$ cat src/rtl/ps2_mouse_pkg.sv
// Shared encodings for the PS/2 mouse packet assembler.
// PS2_MOUSE_WHEEL_EN selects 4-byte IntelliMouse packets.
package ps2_mouse_pkg;

`ifdef PS2_MOUSE_WHEEL_EN
  typedef enum logic [1:0] {
    WAIT_B0 = 2'd0,
    WAIT_B1 = 2'd1,
    WAIT_B2 = 2'd2,
    WAIT_B3 = 2'd3
  } ps2_state_e;
  localparam int unsigned PKT_BYTES = 4;
`else
  typedef enum logic [1:0] {
    WAIT_B0 = 2'd0,
    WAIT_B1 = 2'd1,
    WAIT_B2 = 2'd2
  } ps2_state_e;
  localparam int unsigned PKT_BYTES = 3;
`endif

  // Bit positions inside the first (status) byte of a packet
  localparam int unsigned SYNC_BIT = 3;
  localparam int unsigned XS_BIT   = 4;
  localparam int unsigned YS_BIT   = 5;
  localparam int unsigned XOVF_BIT = 6;
  localparam int unsigned YOVF_BIT = 7;

endpackage

$ cat src/rtl/ps2_pos_clamp.sv
// Single-axis cursor accumulator: signed add, clamp to [0, MAX], hold when the
// packet flags overflow on this axis.
module ps2_pos_clamp #(
  parameter int unsigned POS_W = 10,
  parameter int unsigned MAX   = 639
) (
  input  logic              clk,
  input  logic              rst,
  input  logic              upd,
  input  logic              hold,
  input  logic signed [9:0] delta,
  output logic [POS_W-1:0]  pos
);

  localparam int unsigned SUM_W = POS_W + 2;

  logic [POS_W-1:0]        pos_q;
  logic [POS_W-1:0]        pos_d;
  logic signed [SUM_W-1:0] sum_c;

  always_comb begin
    sum_c = $signed({2'b00, pos_q}) + SUM_W'(delta);
    pos_d = pos_q;
    if (upd && !hold) begin
      if (sum_c[SUM_W-1]) begin
        pos_d = '0;
      end else if (sum_c > $signed(SUM_W'(MAX))) begin
        pos_d = POS_W'(MAX);
      end else begin
        pos_d = sum_c[POS_W-1:0];
      end
    end
  end

  always_ff @(posedge clk or negedge rst) begin
    if (!rst) begin
      pos_q <= POS_W'(MAX / 2);
    end else begin
      pos_q <= pos_d;
    end
  end

  assign pos = pos_q;

endmodule

$ cat src/rtl/ps2_mouse_packet.sv
// PS/2 stream-mode packet assembler with framing check, timeout resync and a
// clamped absolute cursor. PS2_MOUSE_WHEEL_EN adds the 4th (wheel) byte and dz.
module ps2_mouse_packet
  import ps2_mouse_pkg::*;
#(
  parameter int unsigned TIMEOUT_CYCLES = 2_000_000,
  parameter int unsigned POS_W          = 10,
  parameter int unsigned X_MAX          = 639,
  parameter int unsigned Y_MAX          = 479
) (
  input  logic             clk,
  input  logic             rst,
  input  logic             rx_done_tick,
  input  logic [7:0]       rx_data,
  output logic             pkt_valid,
  output logic [2:0]       btn,
  output logic [8:0]       dx,
  output logic [8:0]       dy,
`ifdef PS2_MOUSE_WHEEL_EN
  output logic [3:0]       dz,
`endif
  output logic             x_ovf,
  output logic             y_ovf,
  output logic [POS_W-1:0] x_pos,
  output logic [POS_W-1:0] y_pos,
  output logic             sync_err,
  output logic             timeout
);

  localparam int unsigned CNT_W = $clog2(TIMEOUT_CYCLES + 1);

  ps2_state_e state_q, state_d;
  logic [CNT_W-1:0] cnt_q, cnt_d;
  logic [7:0] b0_q, b0_d;
  logic [7:0] b1_q, b1_d;
  logic       pkt_valid_q, pkt_valid_d;
  logic       sync_err_q, sync_err_d;
  logic       timeout_q, timeout_d;
  logic [2:0] btn_q, btn_d;
  logic [8:0] dx_q, dx_d;
  logic [8:0] dy_q, dy_d;
  logic       x_ovf_q, x_ovf_d;
  logic       y_ovf_q, y_ovf_d;
`ifdef PS2_MOUSE_WHEEL_EN
  logic [7:0] b2_q, b2_d;
  logic [3:0] dz_q, dz_d;
`endif

  logic              terminal_c;
  logic              pkt_done_c;
  logic [8:0]        dx_new_c;
  logic [8:0]        dy_new_c;
  logic signed [9:0] dx_delta_c;
  logic signed [9:0] dy_delta_c;

  // Deltas of the packet completing this cycle (valid only with pkt_done_c)
  assign dx_new_c = {b0_q[XS_BIT], b1_q};
`ifdef PS2_MOUSE_WHEEL_EN
  assign dy_new_c = {b0_q[YS_BIT], b2_q};
`else
  assign dy_new_c = {b0_q[YS_BIT], rx_data};
`endif
  assign dx_delta_c = $signed({dx_new_c[8], dx_new_c});
  // PS/2 y grows upward, screen y grows downward
  assign dy_delta_c = -$signed({dy_new_c[8], dy_new_c});
  assign terminal_c = (cnt_q == CNT_W'(TIMEOUT_CYCLES));

  always_comb begin
    state_d     = state_q;
    cnt_d       = cnt_q;
    b0_d        = b0_q;
    b1_d        = b1_q;
    pkt_valid_d = 1'b0;
    sync_err_d  = 1'b0;
    timeout_d   = 1'b0;
    btn_d       = btn_q;
    dx_d        = dx_q;
    dy_d        = dy_q;
    x_ovf_d     = x_ovf_q;
    y_ovf_d     = y_ovf_q;
    pkt_done_c  = 1'b0;
`ifdef PS2_MOUSE_WHEEL_EN
    b2_d        = b2_q;
    dz_d        = dz_q;
`endif

    // Inter-byte watchdog; an arriving byte always beats the terminal count
    if (state_q == WAIT_B0 || rx_done_tick) begin
      cnt_d = '0;
    end else if (terminal_c) begin
      cnt_d     = '0;
      timeout_d = 1'b1;
      state_d   = WAIT_B0;
    end else begin
      cnt_d = cnt_q + CNT_W'(1);
    end

    if (rx_done_tick) begin
      case (state_q)
        WAIT_B0: begin
          if (rx_data[SYNC_BIT]) begin
            b0_d    = rx_data;
            state_d = WAIT_B1;
          end else begin
            sync_err_d = 1'b1;
          end
        end
        WAIT_B1: begin
          b1_d    = rx_data;
          state_d = WAIT_B2;
        end
`ifdef PS2_MOUSE_WHEEL_EN
        WAIT_B2: begin
          b2_d    = rx_data;
          state_d = WAIT_B3;
        end
        WAIT_B3: begin
          pkt_done_c = 1'b1;
          dz_d       = rx_data[3:0];
          state_d    = WAIT_B0;
        end
`else
        WAIT_B2: begin
          pkt_done_c = 1'b1;
          state_d    = WAIT_B0;
        end
`endif
        default: state_d = WAIT_B0;
      endcase
    end

    if (pkt_done_c) begin
      pkt_valid_d = 1'b1;
      btn_d       = b0_q[2:0];
      dx_d        = dx_new_c;
      dy_d        = dy_new_c;
      x_ovf_d     = b0_q[XOVF_BIT];
      y_ovf_d     = b0_q[YOVF_BIT];
    end
  end

  always_ff @(posedge clk or negedge rst) begin
    if (!rst) begin
      state_q     <= WAIT_B0;
      cnt_q       <= '0;
      b0_q        <= '0;
      b1_q        <= '0;
      pkt_valid_q <= 1'b0;
      sync_err_q  <= 1'b0;
      timeout_q   <= 1'b0;
      btn_q       <= '0;
      dx_q        <= '0;
      dy_q        <= '0;
      x_ovf_q     <= 1'b0;
      y_ovf_q     <= 1'b0;
`ifdef PS2_MOUSE_WHEEL_EN
      b2_q        <= '0;
      dz_q        <= '0;
`endif
    end else begin
      state_q     <= state_d;
      cnt_q       <= cnt_d;
      b0_q        <= b0_d;
      b1_q        <= b1_d;
      pkt_valid_q <= pkt_valid_d;
      sync_err_q  <= sync_err_d;
      timeout_q   <= timeout_d;
      btn_q       <= btn_d;
      dx_q        <= dx_d;
      dy_q        <= dy_d;
      x_ovf_q     <= x_ovf_d;
      y_ovf_q     <= y_ovf_d;
`ifdef PS2_MOUSE_WHEEL_EN
      b2_q        <= b2_d;
      dz_q        <= dz_d;
`endif
    end
  end

  ps2_pos_clamp #(.POS_W(POS_W), .MAX(X_MAX)) u_x_clamp (
    .clk   (clk),
    .rst   (rst),
    .upd   (pkt_done_c),
    .hold  (b0_q[XOVF_BIT]),
    .delta (dx_delta_c),
    .pos   (x_pos)
  );

  ps2_pos_clamp #(.POS_W(POS_W), .MAX(Y_MAX)) u_y_clamp (
    .clk   (clk),
    .rst   (rst),
    .upd   (pkt_done_c),
    .hold  (b0_q[YOVF_BIT]),
    .delta (dy_delta_c),
    .pos   (y_pos)
  );

  assign pkt_valid = pkt_valid_q;
  assign sync_err  = sync_err_q;
  assign timeout   = timeout_q;
  assign btn       = btn_q;
  assign dx        = dx_q;
  assign dy        = dy_q;
  assign x_ovf     = x_ovf_q;
  assign y_ovf     = y_ovf_q;
`ifdef PS2_MOUSE_WHEEL_EN
  assign dz        = dz_q;
`endif

endmodule

$ cat config.mk
export PLATFORM = sky130hd
export DESIGN_NAME = ps2_mouse_packet
export DESIGN_NICKNAME = d
export VERILOG_FILES = /design/src/rtl/ps2_mouse_pkg.sv /design/src/rtl/ps2_pos_clamp.sv /design/src/rtl/ps2_mouse_packet.sv
export SDC_FILE = /design/constraint.sdc
export NUM_CORES = 1
export LEC_CHECK = 0
export ABC_AREA = 1
export CORE_MARGIN = 2
export CORE_UTILIZATION = 35
export DETAILED_ROUTE_END_ITERATION = 8
export SETUP_SLACK_MARGIN = 0.2
export SYNTH_ARGS = -nofsm -noshare
export SYNTH_HDL_FRONTEND = slang
export SYNTH_SLANG_ARGS = --single-unit
$ cat constraint.sdc
create_clock -name clk -period 2 [get_ports clk]
set_clock_uncertainty 0.1 [all_clocks]
set_input_delay 0.2 -clock clk [delete_from_list [all_inputs] [get_ports clk]]
set_output_delay 0.2 -clock clk [all_outputs]
set_load 0.1 [all_outputs]
# Word-level counts from Yosys, hierarchy flattened
# Index checks and enable logic that the tools add are counted.
# Widths: inputs -> output; s select.
[op_classes] addsub=4 n_lt_le_gt_ge=2 n_eq_ne=3 mux=19 n_reduce_logical=8
[ops] op="$mux 21" n=2
[ops] op="$mux 10" n=4
[ops] op="$add 21x1->21 const B" n=1
[ops] op="$eq 21x21->1 const B" n=1
[ops] op="$add 11x10->12" n=1
[ops] op="$add 11x9->12" n=1
[ops] op="$gt 12x10->1 const B" n=1
[ops] op="$gt 12x11->1 const B" n=1
[ops] op="$neg 9->10" n=1
[ops] op="$mux 1" n=8
[ops] op="$mux 2" n=4
[ops] op="$pmux 2 s2" n=1
[ops] op="$reduce_and 3->1" n=1
[ops] op="$eq 2x1->1 const B" n=1
[ops] op="$eq 2x2->1 const B" n=1
[ops] op="$logic_and 1x1->1" n=2
[ops] op="$logic_not 1->1" n=2
[ops] op="$logic_not 2->1" n=1
[ops] op="$reduce_and 2->1" n=1
[ops] op="$logic_or 1x1->1" n=1
[totals] reg_bits=85 in_bits=11 out_inout_bits=46 elab_cells=50

# Longest topological paths before layout
[depth] word_depth=6 depth_mapped=18 mapped_depth_nobuf=18

# Modules after synthesis
# A second synthesis with hierarchy kept.
[hier_totals] cells_unflattened=747 hier_area_um2=5457.7
[modules_own_cells] mod="ps2_mouse_packet" instances=1 cells_each=377 area_per_inst_um2=3106.7 seq_area_each_um2=1601.5
[modules_own_cells] mod="ps2_pos_clamp (u_x_clamp)" instances=1 cells_each=184 area_per_inst_um2=1202.4 seq_area_each_um2=259.0
[modules_own_cells] mod="ps2_pos_clamp (u_y_clamp)" instances=1 cells_each=186 area_per_inst_um2=1148.6 seq_area_each_um2=259.0

# Worst setup path after synthesis
# OpenSTA, ideal clock, no wires.
[synth_path] kind="register to register" startpoint="reg u_x_clamp.pos_q[0], in the netlist u_x_clamp.pos[0]" endpoint="reg u_x_clamp.pos_q[6], in the netlist u_x_clamp.pos[6]" arrival_ns=2.461 required_ns=1.780 slack_ns=-0.681 stages_incl_launch_ff=15 path_buffers=0 period_less_slack_ns=2.681 cell_sequence="dfstp_2 > ha_1 > inv_1 > fa_1 > inv_1 > nand3_1 > nand2_1 > nand2_1 > nand2_1 > a21o_1 > nor2_1 > nor2_4 > nand3_1 > nand2_1 > nand2_1"
[synth_via] elab_chain_len=4
[synth_rtl] element="start, declared" line="ps2_pos_clamp.sv:17" source="logic [POS_W-1:0] pos_q;"
[synth_rtl] element="start signal, assigned" line="ps2_pos_clamp.sv:37" source="pos_q <= POS_W'(MAX / 2);"
[synth_rtl] element="start signal, assigned" line="ps2_pos_clamp.sv:39" source="pos_q <= pos_d;"
[synth_rtl] element="$add 11x9->12 *" line="ps2_pos_clamp.sv:22" source="sum_c = $signed({2'b00, pos_q}) + SUM_W'(delta);"
[synth_rtl] element="$gt 12x11->1" line="ps2_pos_clamp.sv:27" source="end else if (sum_c > $signed(SUM_W'(MAX))) begin"
[synth_rtl] element="$mux 10" line="ps2_pos_clamp.sv:27"
[synth_rtl] element="$mux 10 *" line="ps2_pos_clamp.sv:25" source="if (sum_c[SUM_W-1]) begin"
# Mark *: on every way between the ends. The rest lies on a longest branch, timed or not.
# A chain may end at the register's enable or synchronous reset.

# Worst setup path after layout
[layout_path] startpoint="reg u_x_clamp.pos_q[0], in the netlist u_x_clamp.pos[0]" endpoint="reg u_x_clamp.pos_q[8], in the netlist u_x_clamp.pos[8]"
# Same word-level chain as after synthesis.

==> impl_results.md <==
- Status: finished with violations
- Failing checks: setup timing
- Total gr overflow: 0
- Area post-placement: 0.00654 mm^2
- Initial Util: 0.362
- Final instance area: 0.00739 mm^2
- IO Pins: 57
- Warnings, synthesis: 0
- Setup Viol. Count Final: 19
- First-pass GRT wire length: 22400 um
- Worst-path clk slew: 0.07 ns
- Setup CP Type: flip-flop to flip-flop
- FP Rows: 42
- Core ar.: ~0.013 mm^2
- Tmin final: 2.38 ns
- Final Util: 0.554
- DP HPWL: 10000 um
- CTS tree: yes
- CTS Buf Count: 9
- Routed vias: between 4000 and 5000
- DRC viols: 0
- Wire length per cell: roughly 14 um
- Register area share after synthesis: 0.439
- Global Route Usage Sum: 0.195
- Max-cap violations: 0
- FILL cells: 1280
- Relative slew slack: 0.736
- Critical Path AT: approximately 2.6 ns
- Number of global-route vias before repair: about 4600
- Port buffer count: between 50 and 60
- Reg2reg start: u_x_clamp.pos[0]
- Crit start category: flip-flop
- Worst IR Drop VDD: 0.00127 V
- Vias per inst: between 4 and 5
- Worst Tran Pin Value: 0.397 ns
- Fin crit share: 1.19
- CTS H-Tree Depth: 3
- Critical path cell sequence: ha_4 -> inv_2 -> fa_2 -> inv_2 -> nand3_2 -> nand2_2 -> nand2_2 -> nand2_2 -> a21o_1 -> nor2_4 -> nor2_4 -> nand3_2 -> o21ai_2
- Primary FF master, synth: dfrtp_1
- RSZ-0062 raised after global routing: yes
- Post-placement setup slack: -0.625 ns
- Initial antenna violation count: 0
- Fmax: 0.421 GHz
- Slew Limit Fails: 0
- Die area: between 0.01 and 0.015 mm^2
- CP required: 2.18 ns
- Synth cell types: 35
- Die Span Y: 121 um
- Ant. Diodes: 0
- NumNets Final: 844
- Final setup margin: -0.377 ns
- Die Wd: 121 um
- Mapped Cells: approximately 630
- Seq cells post-synth: 84
- CTS Sinks: 84
- Worst r2r path cells: 13
- Pwr dens: between 1500 and 2000 mW/mm^2
- Final ANT Viol Nets: 0
- Reg-to-reg endpoint: u_x_clamp.pos[8]
- DR iter-0 viols: 192
- Final WL: 13800 um
- Crit-path max cell delay: 0.62 ns
- Worst Setup End Kind: flip-flop
- Most frequent cell on the critical path: nand2_2
- First-pass iteration count of the detailed router: 4
- Mean post-synth cell area: a little under 8 um^2
- Final Hold Viols: 0
- Largest net degree at the start of global routing: 40
- Cell Area, Synth: between 0.004 and 0.005 mm^2
- Worst-Skew Late Latency: roughly 0.35 ns
- R2R Setup Slk: -0.38 ns
- Net count after synthesis: 663
- CP max FO: 5
- Crit path max-delay cell type: dfstp_4
- Async SR Flop Fraction: 1.00
- Fin Hold WS: 0.218 ns
- Leakage Power: 0.00369 uW
- Layout cells sized above 1: 0.398
- Hold crit path type: input pin to asynchronous set/reset pin
- Tot Pwr: approximately 13000 uW
- Post-synth EDFFs: 0
- Max Root-Sink Buffers: 2
- RePlAce Congestion: about 0.88
- Root Driver: clkbuf_16
- Area Overhead vs Synth: 53.0%
-- power by group --
group | leakage [uW] | internal [uW] | switching, uW | total (uW)
clock | 0.000130 | 846 | 753 | 1600
sequential | 0.00106 | 2370 | 366 | 2730
combinational | 0.00250 | 3320 | 5760 | 9080
-- cell usage after synthesis, types with 2 or more instances --
cell	count	share of area
a21oi_1	17	0.018
a21oi_2	2	0.0036
a21oi_4	2	0.0067
a31oi_1	2	0.0026
and3_1	2	0.0026
clkbuf_1	7	0.0054
dfrtp_1	70	0.36
dfstp_2	14	0.076
fa_1	2	0.0083
ha_1	24	0.062
inv_1	77	0.060
inv_2	7	0.0054
nand2_1	216	0.17
nand2_2	6	0.0078
nand3_1	33	0.034
nand3_2	4	0.0083
nand3b_1	2	0.0031
nand4_1	8	0.010
nand4_2	3	0.0078
nor2_1	44	0.034
nor2_2	6	0.0078
nor2_4	2	0.0047
nor3_1	11	0.011
nor3_2	2	0.0041
nor3_4	2	0.0067
nor4_1	5	0.0065
o21a_1	2	0.0031
o21ai_0	32	0.033
o21ai_1	4	0.0041
xnor2_1	6	0.011
xor2_1	8	0.015
-- metrics by stage --
stage               instances  setup TNS [ns]
global placement          948           -7.80
finish                    988           -6.38
floorplan                 626           -6.54
global route              988           -8.50
detailed placement        948           -8.55
CTS                       974           -4.94
-- critical path, delay by kind of cell (launching register included) --
family	cells	cell delay [ns]
and+or+nand+nor	7	0.70
DFF	1	0.62
AOI/OAI and AO/OA	2	0.31
buffers and inverters	2	0.10
adders and majority gates	2	0.47
-- worst max path at each step --
| stage | from | end | depth (start not counted) |
|---|---|---|---|
| 2_1_floorplan | u_x_clamp.pos[0] | u_x_clamp.pos[6] | 14 |
| 3_3_place_gp | rx_data[0] | u_y_clamp.pos[8] | 18 |
| 3_5_place_dp | rx_data[0] | u_y_clamp.pos[8] | 18 |
| 4_1_cts | u_y_clamp.pos[0] | u_y_clamp.pos[8] | 18 |
| 5_1_grt | u_y_clamp.pos[6] | u_y_clamp.pos[8] | 14 |
| 6_report | u_x_clamp.pos[0] | u_x_clamp.pos[8] | 13 |
-- cell families after synthesis --
| group | count (synthesis) | share of synthesized area |
|---|---|---|
| simple gates | 347 | 0.319 |
| flops | 84 | 0.439 |
| buf+inv | 91 | 0.0707 |
| xor+xnor | 14 | 0.0254 |
| compound gates | 64 | 0.0757 |
| fa+ha+maj | 26 | 0.0705 |
-- layer usage --
layer	global-route usage	part of all wire	vias to the layer above
met5	0	0	-
met3	0.0348	0.031	18
li1	-	-	2367
met1	0.271	0.48	2202
met4	0.0639	0.018	0
met2	0.308	0.47	84
-- repair_timing --
item | CTS | global route
pin swaps | 18 | 28
resized for setup | 31 | 70
hold buffers | 1 | 0
endpoints found under the hold margin | 26 | 0
endpoints found under the setup margin | 25 | 35
gates cloned | 2 | 1
buffers inserted | 7 | 13
-- sequential cells by signal (all words and copies together), names as in the netlist --
name and cells:
u_x_clamp.pos 10, pkt_valid 1, b1_q 8, sync_err 1, dx 9, x_ovf 1, b0_q 7, cnt_q 21
dy 9, timeout 1, state_q 2, u_y_clamp.pos 10, y_ovf 1, btn 3
-- layout by cell type (no fill, tap or decap), types with 3 or more instances in the layout --
master	count
nand3_2	15
nor2_1	36
o21ai_1	3
nor4_1	4
dfrtp_1	62
clkdlybuf4s50_1	9
nor3_4	4
nand3_1	20
o21ai_0	30
nand2_1	187
nor3_1	9
a21oi_1	15
inv_1	67
ha_1	16
nand2_4	4
buf_12	16
nor2_2	7
buf_6	9
dfrtp_2	8
buf_4	140
clkbuf_16	9
dfstp_4	12
nor2_4	10
ha_4	8
xnor2_1	6
nand4_1	8
inv_4	5
a21oi_2	4
xor2_1	6
inv_2	12
nand3_4	3
nand2_2	31
o21ai_2	3
-- layout make-up --
type,instances,area (um^2),area share
tap,176,220,0.0298
timing repair buffer,175,1570,0.213
sequential,84,2170,0.294
clock buffer,9,225,0.0305
multi-input combinational,453,2820,0.381
clock inverter,7,50.0,0.00677
inverter,84,328,0.0444
Note: power is estimated with default switching activity, not from simulation.
